File: src/rtl/serial_slice_comparator_if.sv
// Handshake bundle for serial_slice_comparator: operand request channel plus result channel.
interface serial_slice_comparator_if #(
    parameter int WIDTH = 16
);
    localparam int CW = $clog2(WIDTH / 2 + 1);

    logic             in_valid;
    logic             in_ready;
    logic [WIDTH-1:0] a;
    logic [WIDTH-1:0] b;
    logic             out_valid;
    logic             out_ready;
    logic             gt;
    logic             lt;
    logic             eq;
    logic             approx;
    logic [CW-1:0]    slices;

    modport master (
        output in_valid, a, b, out_ready,
        input  in_ready, out_valid, gt, lt, eq, approx, slices
    );

    modport slave (
        input  in_valid, a, b, out_ready,
        output in_ready, out_valid, gt, lt, eq, approx, slices
    );
endinterface

File: src/rtl/serial_slice_comparator.sv
// MSB-first serial magnitude comparator: one 2-bit slice per clock, early exit on the first
// unequal slice, or an approximate "equal" after APPROX_SLICES slices.
module serial_slice_comparator #(
    parameter int WIDTH         = 16,
    parameter int APPROX_SLICES = WIDTH / 2
) (
    input  logic                        clk,
    input  logic                        rst,
    serial_slice_comparator_if.slave    bus
);
    localparam int HALF = WIDTH / 2;
    localparam int CW   = $clog2(HALF + 1);

    localparam logic [CW-1:0] ONE      = CW'(1);
    localparam logic [CW-1:0] TOP_IDX  = CW'(HALF - 1);
    localparam logic [CW-1:0] LAST_CNT = CW'(APPROX_SLICES);
    localparam logic          EARLY_EQ = (APPROX_SLICES < HALF);

    typedef enum logic [1:0] {
        S_IDLE,
        S_RUN,
        S_DONE
    } state_t;

    state_t           r_state;
    state_t           w_state_next;

    logic [WIDTH-1:0] r_a;
    logic [WIDTH-1:0] r_b;
    logic [CW-1:0]    r_idx;
    logic [CW-1:0]    r_cnt;
    logic             r_chain;
    logic             r_gt;
    logic             r_lt;
    logic             r_eq;
    logic             r_approx;
    logic [CW-1:0]    r_slices;

    logic [1:0]       w_sa;
    logic [1:0]       w_sb;
    logic             w_h;
    logic             w_l;
    logic             w_chain_next;
    logic [CW-1:0]    w_cnt_next;
    logic             w_limit;

    // Slice idx sits at bit 2*idx; shifting it down keeps the select free of index-width games.
    assign w_sa         = 2'(r_a >> {r_idx, 1'b0});
    assign w_sb         = 2'(r_b >> {r_idx, 1'b0});
    assign w_h          = (w_sa > w_sb);
    assign w_l          = (w_sa < w_sb);
    assign w_chain_next = r_chain & ~(w_h | w_l);
    assign w_cnt_next   = r_cnt + ONE;
    assign w_limit      = (w_cnt_next == LAST_CNT);

    always_ff @(posedge clk or posedge rst) begin
        if (rst) begin
            r_state <= S_IDLE;
        end else begin
            r_state <= w_state_next;
        end
    end

    always_comb begin
        // NOTE: default first so every path assigns w_state_next and no latch is inferred.
        w_state_next = r_state;
        case (r_state)
            S_IDLE:  if (bus.in_valid)                w_state_next = S_RUN;
            S_RUN:   if (w_h || w_l || w_limit)       w_state_next = S_DONE;
            S_DONE:  if (bus.out_ready)               w_state_next = S_IDLE;
            default:                                  w_state_next = S_IDLE;
        endcase
    end

    // NOTE: non-blocking assignments so every register samples pre-edge values of the others.
    always_ff @(posedge clk or posedge rst) begin
        if (rst) begin
            r_a      <= '0;
            r_b      <= '0;
            r_idx    <= '0;
            r_cnt    <= '0;
            r_chain  <= 1'b0;
            r_gt     <= 1'b0;
            r_lt     <= 1'b0;
            r_eq     <= 1'b0;
            r_approx <= 1'b0;
            r_slices <= '0;
        end else begin
            case (r_state)
                S_IDLE: begin
                    if (bus.in_valid) begin
                        r_a      <= bus.a;
                        r_b      <= bus.b;
                        r_idx    <= TOP_IDX;
                        r_cnt    <= '0;
                        r_chain  <= 1'b1;
                        r_gt     <= 1'b0;
                        r_lt     <= 1'b0;
                        r_eq     <= 1'b0;
                        r_approx <= 1'b0;
                    end
                end
                S_RUN: begin
                    r_chain <= w_chain_next;
                    if (w_h) begin
                        r_gt     <= 1'b1;
                        r_slices <= w_cnt_next;
                    end else if (w_l) begin
                        r_lt     <= 1'b1;
                        r_slices <= w_cnt_next;
                    end else if (w_limit) begin
                        r_eq     <= w_chain_next;
                        r_approx <= EARLY_EQ;
                        r_slices <= w_cnt_next;
                    end else begin
                        r_idx <= r_idx - ONE;
                        r_cnt <= w_cnt_next;
                    end
                end
                default: ;
            endcase
        end
    end

    assign bus.in_ready  = (r_state == S_IDLE);
    assign bus.out_valid = (r_state == S_DONE);
    assign bus.gt        = r_gt;
    assign bus.lt        = r_lt;
    assign bus.eq        = r_eq;
    assign bus.approx    = r_approx;
    assign bus.slices    = r_slices;
endmodule

File: src/flat_wrapper.sv
// flat-port wrapper written by rule: the top's interface ports become plain ports
module serial_slice_comparator_flat 
#(
    parameter int WIDTH         = 16,
    parameter int APPROX_SLICES = WIDTH / 2
)
  (clk, rst, bus_in_valid, bus_a, bus_b, bus_out_ready, bus_in_ready, bus_out_valid, bus_gt, bus_lt, bus_eq, bus_approx, bus_slices);
  serial_slice_comparator_if #(.WIDTH(WIDTH)) bus_i ();
  input  logic clk;
  input  logic rst;
  input wire logic [$bits(bus_i.in_valid)-1:0] bus_in_valid;
  input wire logic [$bits(bus_i.a)-1:0] bus_a;
  input wire logic [$bits(bus_i.b)-1:0] bus_b;
  input wire logic [$bits(bus_i.out_ready)-1:0] bus_out_ready;
  output wire logic [$bits(bus_i.in_ready)-1:0] bus_in_ready;
  output wire logic [$bits(bus_i.out_valid)-1:0] bus_out_valid;
  output wire logic [$bits(bus_i.gt)-1:0] bus_gt;
  output wire logic [$bits(bus_i.lt)-1:0] bus_lt;
  output wire logic [$bits(bus_i.eq)-1:0] bus_eq;
  output wire logic [$bits(bus_i.approx)-1:0] bus_approx;
  output wire logic [$bits(bus_i.slices)-1:0] bus_slices;
  assign bus_i.in_valid = bus_in_valid;
  assign bus_i.a = bus_a;
  assign bus_i.b = bus_b;
  assign bus_i.out_ready = bus_out_ready;
  assign bus_in_ready = bus_i.in_ready;
  assign bus_out_valid = bus_i.out_valid;
  assign bus_gt = bus_i.gt;
  assign bus_lt = bus_i.lt;
  assign bus_eq = bus_i.eq;
  assign bus_approx = bus_i.approx;
  assign bus_slices = bus_i.slices;
  serial_slice_comparator #(.WIDTH(WIDTH), .APPROX_SLICES(APPROX_SLICES)) u_core (.clk(clk), .rst(rst), .bus(bus_i));
endmodule
File: config.mk
export PLATFORM = sky130hd
export DESIGN_NAME = serial_slice_comparator_flat
export DESIGN_NICKNAME = d
export VERILOG_FILES = /design/src/rtl/serial_slice_comparator_if.sv /design/src/rtl/serial_slice_comparator.sv /design/src/flat_wrapper.sv
export SDC_FILE = /design/constraint.sdc
export NUM_CORES = 1
export LEC_CHECK = 0
export CAP_MARGIN = 10
export CORE_ASPECT_RATIO = 1.1
export CORE_MARGIN = 1
export CORE_UTILIZATION = 47
export CTS_CLUSTER_SIZE = 10
export DETAILED_ROUTE_END_ITERATION = 6
export PLACE_DENSITY_LB_ADDON = 0.08
export SETUP_SLACK_MARGIN = 0.5
export SLEW_MARGIN = 10
export SYNTH_ARGS = -nofsm -noshare
export SYNTH_HDL_FRONTEND = slang
export SYNTH_SLANG_ARGS = --single-unit
File: constraint.sdc
create_clock -name clk -period 2.2 [get_ports clk]
set_input_delay 0.55 -clock clk [delete_from_list [all_inputs] [get_ports clk]]
set_output_delay 0.55 -clock clk [all_outputs]
set_load 0.02 [all_outputs]
Word level (Yosys, flattened, before mapping)
Cells that the tools add are included.
- multiplexer cells: 33
- shift-type cells: 2
- eq/ne operators: 12
- order comparisons: 2
- $add $sub $neg: 2
- reductions and logical operators: 13
- bitwise logic cells: 3
- operators with widths (operator ; number):
    2-to-1 mux 4 bit ; 11
    >> shifter 16 x 5 -> 2 bit ; 2
    case mux 4 bit (2 select lines) ; 2
    2-to-1 mux 1 bit ; 11
    inequality test 2 bit, second input constant ; 5
    case mux 1 bit (2 select lines) ; 5
    AND reduction 5 bit ; 2
    inequality test 2 x 1 -> 1 bit, second input constant ; 4
    2-to-1 mux 2 bit ; 3
    case mux 2 bit (3 select lines) ; 1
    AND reduction 2 bit ; 3
    AND reduction 3 bit ; 2
    adder 4 x 1 -> 4 bit, second input constant ; 1
    == test 4 bit, second input constant ; 1
    AND reduction 4 bit ; 1
    subtractor 4 x 1 -> 4 bit, second input constant ; 1
    nonzero test 3 bit ; 1
    == test 2 x 1 -> 1 bit, second input constant ; 1
    == test 2 bit, second input constant ; 1
    greater-than comparator 2 bit ; 1
    zero test 2 bit ; 1
    logical OR 1 bit ; 2
    < comparator 2 bit ; 1
    nonzero test 2 bit ; 1
    other kinds (3) ; 3
- word-level logic and storage cells: 78
- output and inout bits: 10
- input port bits: 36
- register bits after elaboration: 51

Logic depth before layout (Yosys ltp)
- depth after elaboration: 9
- mapped depth: 10
- depth with buffers taken out: 8

Worst setup path before layout
No wires, ideal clock.
- path type: reg2reg
- from: register u_core.r_idx[0]
- to: register u_core.r_slices[1] (netlist: u_core.bus.slices[1])
- setup slack: -0.198 ns
- stages on the path, launching flop included: 10
- clock period less this slack: 2.398 ns
- data arrival time: 2.273 ns
- data required time: 2.075 ns
- setup time: 0.125 ns
- buffers on the path: 1
- cell sequence: dfrtp_1 -> buf_4 -> mux4_2 -> mux2i_1 -> nor2_1 -> ha_1 -> nand2_1 -> nor2_1 -> a21oi_4 -> mux2_4
- cells in the longest elaborated chain, start to end: 4
- elaborated cells on any way between the ends: 8
- those cells by class: order compare (2); shift (2); mux (2); reduce/logical (2)
- ends and longest elaborated chain (element ; line ; source):
    start: declaration ; serial_slice_comparator.sv:30 ; logic [CW-1:0] r_idx;
    start signal: assignment ; serial_slice_comparator.sv:116 ; r_idx <= r_idx - ONE;
    >> shifter 16 x 5 -> 2 bit, on equally long branches ; serial_slice_comparator.sv:48, serial_slice_comparator.sv:49 ;
    < comparator 2 bit / greater-than comparator 2 bit (equally long branches) ; serial_slice_comparator.sv:51, serial_slice_comparator.sv:50 ;
    nonzero test 3 bit (no source line) / 2-to-1 mux 4 bit (equally long branches) ; n/a ;
    AND reduction 2 bit (no source line) / 2-to-1 mux 4 bit (equally long branches) ; n/a ;
    end signal: assignment ; serial_slice_comparator.sv:107 ; r_slices <= w_cnt_next;
    end signal: assignment ; serial_slice_comparator.sv:110 ; r_slices <= w_cnt_next;
    end signal: assignment ; serial_slice_comparator.sv:114 ; r_slices <= w_cnt_next;
    end: declaration ; serial_slice_comparator.sv:37 ; logic [CW-1:0] r_slices;
Several ways; a longest one is shown, not always the timed one.
A chain may end at the register's enable or synchronous reset.

Worst setup path in the final report
- from: register u_core.r_idx[0]
- to: register u_core.r_cnt[3]
- cells in the longest elaborated chain, start to end: 4
- elaborated cells on any way between the ends: 7
- those cells by class: order compare (2); eq/ne (2); shift (2); reduce/logical (1)
- ends and longest elaborated chain (element ; line ; source):
    >> shifter 16 x 5 -> 2 bit, on equally long branches ; serial_slice_comparator.sv:48, serial_slice_comparator.sv:49 ;
    greater-than comparator 2 bit / < comparator 2 bit (equally long branches) ; serial_slice_comparator.sv:50, serial_slice_comparator.sv:51 ;
    inequality test 2 bit (no source line) ; n/a ;
    AND reduction 5 bit (no source line) * ; n/a ;
    end signal: assignment ; serial_slice_comparator.sv:117 ; r_cnt <= w_cnt_next;
    end: declaration ; serial_slice_comparator.sv:31 ; logic [CW-1:0] r_cnt;
Mark *: on every way between the ends. The rest lies on a longest branch, timed or not.

==> metrics.csv <==
metric,value,unit
status,"complete, but fails checks",
failing checks,"design-rule violations, negative setup slack",
fin cells,357,
die area,5470,µm²
Filler cells,422,
"commonest non-fill, non-tap cell in the layout",nand2_1,
routability cong.,0.729,
hold slack final,0.472,ns
synth warn,0,
Final Core Density,63.1,%
Hold WC Path Type,register to register,
Max Cap Viol,0,
htree depth,2,
hold depth,2,
Nets,338,
type of origin of the critical path,register,
critical path class,register to register,
initial antenna violation count,0,
dpl cell area,3010,µm²
Hold EP,u_core.r_b[12],
Power Total,4.22,mW
Slew Limit Fails,0,
vias in the first global route,1745,
final worst slack,-0.280,ns
sw frac,36.6,%
post-synth cell types,42,
Num CTS Buffers,5,
TritonCTS clock tree,built,
period utilisation layout,113,%
CP Cell Sequence,buf_12 > mux4_2 > mux2i_2 > nor2_1 > ha_1 > nand2_2 > or3_4 > o221a_1,
Area Growth Syn to Fin,29.5,%
clock sinks,50,
maximum VDD drop,0.000664,V
I/O Buffers,44,
worst reg2reg endpoint,u_core.r_cnt[3],
HP Start,u_core.r_b[12],
"critical path fanouts, max",4,
global-route wire length before repair,8150,µm
CTS max path bufs,2,
top cell type's share of synthesized area,51.4,%
slowest cell on the critical path,mux4_2,
Routed Antenna Nets,0,
"Seq/Total Area, Yosys",51.4,%
dpl hpwl,3320,µm
worst r2r path cells,8,
Overall Global Routing Usage,19.1,%
worst path bufs/invs,1,
DR WL/cell,12.7,µm
Vias/cell,5.01,
latest clock arrival within the worst-skew pair,0.31,ns
PwrDens,1340,nW/µm²
# IOs,46,
share of flip-flops with an asynchronous set or reset,100,%
"top cells by area, synth","dfrtp_1 51%, nand2_1 16%, mux4_2 7.4%, mux2i_1 3.3%, ha_1 2.1%",
initial drt markers,78,
Final Critical Period,2.48,ns
Antenna Diode Count,0,
synthesis-stage register bit count,50,
Synth Area per Inst,10.1,µm²
RSZ-0062 raised after global routing,true,
Setup-failing EPs final,17,
NetSw,1.55,mW
# rows,27,
post-synth design cell area,2430,µm²
CP arrival,2.68,ns
power share of the sequential group,36.8,%
First-pass DRT Iterations,6,
LEAKAGE,1.59,nW
ratio of cells with drive above 1 in the final layout,18.1,%
Gate power share,47.9,%
pin count of the biggest net entering global routing,51,
Worst R2R Setup Slack,-0.28,ns
"Clk pin slew, worst setup/hold paths",0.09,ns
Clock Power Share,15.3,%
die width,70.6,µm
Vias,1789,
worst reg2reg path startpoint,u_core.r_idx[0],
Final Hold Vio Count,0,
CP Data Required Time,2.40,ns
clk_skew,0.0117,ns
drt drc,4,
Post-synth EDFFs,0,
dpl ws,-0.334,ns
Post-Syn Instances,242,
Synth Net Count,282,
max incr delay on CP,0.49,ns
Worst path top cell family by delay,multiplexers,
CORE AREA,5000,µm²
Cell Int Power,2.67,mW
post-route cell area,3150,µm²
Setup TNS Final,-3.44,ns
ys flop type,dfrtp_1,
Starting Density,48.7,%
FMAX,403,MHz
most frequent cells in the layout,"103 x nand2_1, 50 x dfrtp_1, 35 x clkdlybuf4s50_1",
global route overflow,0,
Total Wirelength,4530,µm
"area leader, netlist",dfrtp_1,
DIE HEIGHT,77.5,µm
Crit. End Element,register,
dpl cells,347,
CTS root buffer,clkbuf_8,
## Yosys cell counts (2+ instances only)
cell / number
ha_1: 4
o21ai_0: 3
nand2b_1: 2
mux2i_1: 8
mux4_2: 8
dfrtp_1: 50
buf_4: 2
inv_1: 8
buf_2: 4
o211ai_1: 2
nand3_1: 2
nand2_1: 104
clkbuf_1: 4
nor2b_1: 2
nor2_1: 6
and2_1: 2
buf_6: 2
mux2_4: 2
a21o_1: 4
## per-layer routing
metal | up-vias | GRT usage (%) | wire length, µm
met5 | - | 0 | 0
met1 | 850 | 24.3 | 2040
met4 | 0 | 7.80 | 76
met3 | 7 | 4.03 | 143
met2 | 32 | 31.8 | 2270
li1 | 900 | - | -
## worst max path at each step
stage / startpoint / end / slack [ns] / cells after the start
floorplan: u_core.r_idx[0] / u_core.bus.slices[1] / -0.13 / 9
global placement: u_core.r_idx[0] / u_core.r_cnt[3] / -0.25 / 8
detailed placement: u_core.r_idx[0] / u_core.bus.slices[3] / -0.33 / 10
CTS: u_core.r_idx[0] / u_core.r_cnt[3] / -0.29 / 8
global route: u_core.r_idx[0] / u_core.r_cnt[0] / -0.37 / 9
finish: u_core.r_idx[0] / u_core.r_cnt[3] / -0.28 / 8
## sequential cells by signal (all words and copies together) (netlist names)
register           count
u_core.r_b            16
u_core.bus.gt          1
u_core.r_cnt           4
u_core.r_state         2
u_core.bus.lt          1
u_core.r_chain         1
u_core.r_a            16
u_core.bus.eq          1
u_core.r_idx           4
u_core.bus.slices      4
## worst min-delay path: cells and delay by family, from the launching register on
family / cells / cell delay [ns]
AND/OR/NAND/NOR: 2 / 0.10
flip-flops: 1 / 0.34
## area by class of cell
| type | instances | area (µm²) | share of cell area (%) |
|---|---|---|---|
| clock inverter | 2 | 37.5 | 1.19 |
| sequential | 50 | 1250 | 39.7 |
| multi-input combinational | 172 | 1100 | 34.9 |
| tap | 58 | 72.6 | 2.30 |
| clock buffer | 6 | 72.6 | 2.30 |
| inverter | 8 | 33.8 | 1.07 |
| timing repair buffer | 61 | 586 | 18.6 |
## cells by family after synthesis
| family | synth area share (%) |
|---|---|
| other | 0.154 |
| buffers and inverters | 4.21 |
| AO/OA/AOI/OAI | 7.40 |
| adder cells (fa/ha/maj) | 2.06 |
| XOR/XNOR | 0.360 |
| flip-flops | 51.4 |
| AND/OR/NAND/NOR | 22.0 |
| multiplexers | 12.4 |
## repair_timing
item	in CTS	in global routing
buffers inserted	1	1
gates resized for setup	23	0
endpoints found under the hold margin	0	0
hold buffers	0	0
gates cloned	0	0
endpoints found under the setup margin	27	19
pin swaps	0	3
## power groups by stage
stage	clock [mW]	combinational, mW	sequential, mW
floorplan	0	1.39	1.53
CTS	0.660	2.03	1.56
finish	0.647	2.02	1.55
detailed placement	0	1.99	1.57
global route	0.697	2.23	1.61
global placement	0	1.95	1.57
(Power assumes the default switching activity.)
==> patch (same settings) <==
`WIDTH` is set to 16 in 3 places; all go to 64.
--- a/src/rtl/serial_slice_comparator_if.sv
+++ b/src/rtl/serial_slice_comparator_if.sv
@@ -1,6 +1,6 @@
 // Handshake bundle for serial_slice_comparator: operand request channel plus result channel.
 interface serial_slice_comparator_if #(
-    parameter int WIDTH = 16
+    parameter int WIDTH = 64
 );
     localparam int CW = $clog2(WIDTH / 2 + 1);
 
--- a/src/rtl/serial_slice_comparator.sv
+++ b/src/rtl/serial_slice_comparator.sv
@@ -1,7 +1,7 @@
 // MSB-first serial magnitude comparator: one 2-bit slice per clock, early exit on the first
 // unequal slice, or an approximate "equal" after APPROX_SLICES slices.
 module serial_slice_comparator #(
-    parameter int WIDTH         = 16,
+    parameter int WIDTH         = 64,
     parameter int APPROX_SLICES = WIDTH / 2
 ) (
     input  logic                        clk,
--- a/src/flat_wrapper.sv
+++ b/src/flat_wrapper.sv
@@ -1,7 +1,7 @@
 // flat-port wrapper written by rule: the top's interface ports become plain ports
 module serial_slice_comparator_flat 
 #(
-    parameter int WIDTH         = 16,
+    parameter int WIDTH         = 64,
     parameter int APPROX_SLICES = WIDTH / 2
 )
   (clk, rst, bus_in_valid, bus_a, bus_b, bus_out_ready, bus_in_ready, bus_out_valid, bus_gt, bus_lt, bus_eq, bus_approx, bus_slices);
Ports: changed (resized bus_a, bus_b and bus_slices); port bits go from 46 to 144. No check against the original RTL was run, so the function may have changed too.
==> patch against the original RTL <==
The run ends with setup timing left. Combinational power rose to 3.5 times the old value. Die area increased to 2.9 times the old value. Total power rose to 3.5 times the old value. Clock skew decreased by 0.0055 ns. Routed wire length rose to 4.2 times the old value. Worst setup slack got worse by 0.63 ns. Synthesized cell count rose to 3.2 times the old value. Final area grew to 3.2 times the old value. Global-route usage rose by 5.9 points. Sequential cell count increased by 102. Area after synthesis increased to 3.0 times the old value. Count of clock-buffer cells in the layout up 20. Clock power grew to 4.4 times the old value. Largest power group unchanged.
==> patch: results (changes against the original RTL) <==
- Vias in the first global route: 6263 (+260%)
- Sequential share of cell area: 37.52% (-2.2 points)
- Run status: finished with violations
- Final setup viols: 24 (+7)
- Largest net degree at the start of global routing: 95 (+86%)
- DP Area: 9175 um2 (+200%)
- Share of layout cells above drive strength 1: 17.48% (-0.58 points)
- Worst r2r path cells: 11 (+3)
- Peak per-stage delay on the critical path: 0.53 ns (+0.04 ns)
- Clock buf count: 26 (+20)
- Layout clock area frac: 5.733% (+2.2 points)
- Met1 usage: 32.80% (+8.5 points)
- CP Max Fanout: 5 (+1)
- Routed WL: 18.84 mm (+320%)
- Nets: 1084 (+220%)
- Met3 usage: 5.234% (+1.2 points)
- Filler cell count: 1193 (+180%)
- Setup_tns: -18.29 ns (-14.85 ns)
- Final Skew: 0.006136 ns (-0.005527 ns)
- Psw: 5457 uW (+250%)
- Routed wl met2: 9.281 mm (+310%)
- Post-synthesis mux area share: 12.50% (+0.12 points)
- LEAKAGE: 0.005009 uW (+220%)
- Clock slew at reported path FFs: 0.06 ns (-0.03 ns)
- Placer Congestion: 0.8541 (+17%)
- Tot GR Track Use: 25.07% (+5.9 points)
- Largest registers: u_core.r_a (64), u_core.r_b (64)
- Critical Path Sink: u_core.r_idx[5]$_DFFE_PP0P_
- H-tree depth: 4 (+2)
- Failing checks: setup timing
- Post-CTS Setup Bufs: 7 (+6)
- Wire length on met3: 916 um (+540%)
- Comb power: 7170 uW (+250%)
- Buffer share of cell area: 21.29% (+2.7 points)
- Buffers added on ports: 142 (+220%)
- Synthesized area per cell: 9.347 um2 (-7.1%)
- #FFs+latches synth: 152 (+200%)
- Levels on crit path: 11 (+3)
- Root Buffer: clkbuf_16
- Post-place setup slack: -1.048 ns (-0.7144 ns)
- Synth unique cells: 49 (+17%)
- Post_cts resized: 45 (+96%)
- Met2 usage: 40.64% (+8.8 points)
- Clock insertion delay at the later pin of the skew report: 0.42 ns (+0.11 ns)
- First-pass GRT wire length: 30.94 mm (+280%)
- DR pass1 iterations: 5 (-1)
- Post-synth top cells: nand2_1 (407), dfrtp_1 (152), clkbuf_1 (34), mux2i_1 (18), mux4_2 (16)
- Final WS setup: -0.9152 ns (-0.6348 ns)
- Met1 wire length: 8.109 mm (+300%)
- Area contributors post-synth: dfrtp_1 (53%), nand2_1 (21%), mux4_2 (5.0%), mux4_1 (4.4%), mux2i_1 (2.5%)
- Clock Power Share: 19.0% (+3.7 points)
- Worst IR Drop VDD: 0.0008549 V (+29%)
- DP HPWL: 13.17 mm (+300%)
patch: cell count changes in the layout (fill, tap and decap cells not counted), moves of 19 or more:
cell             before  now
buf_4                12   38
clkbuf_16             0   19
clkdlybuf4s50_1      35  131
dfrtp_1              50  149
mux4_2                8   27
nand2_1             103  403
patch: worst min-delay path by stage:
stage                                          start                         end  slack (ns)
after floorplan            u_core.r_a[2]$_DFFE_PP0P_   u_core.r_a[2]$_DFFE_PP0P_        0.44
after global placement    u_core.r_b[45]$_DFFE_PP0P_  u_core.r_b[45]$_DFFE_PP0P_        0.45
after detailed placement  u_core.r_a[54]$_DFFE_PP0P_  u_core.r_a[54]$_DFFE_PP0P_        0.46
after CTS                 u_core.r_a[54]$_DFFE_PP0P_  u_core.r_a[54]$_DFFE_PP0P_        0.47
after global routing      u_core.r_a[58]$_DFFE_PP0P_  u_core.r_a[58]$_DFFE_PP0P_        0.50
final                     u_core.r_a[48]$_DFFE_PP0P_  u_core.r_a[48]$_DFFE_PP0P_        0.47
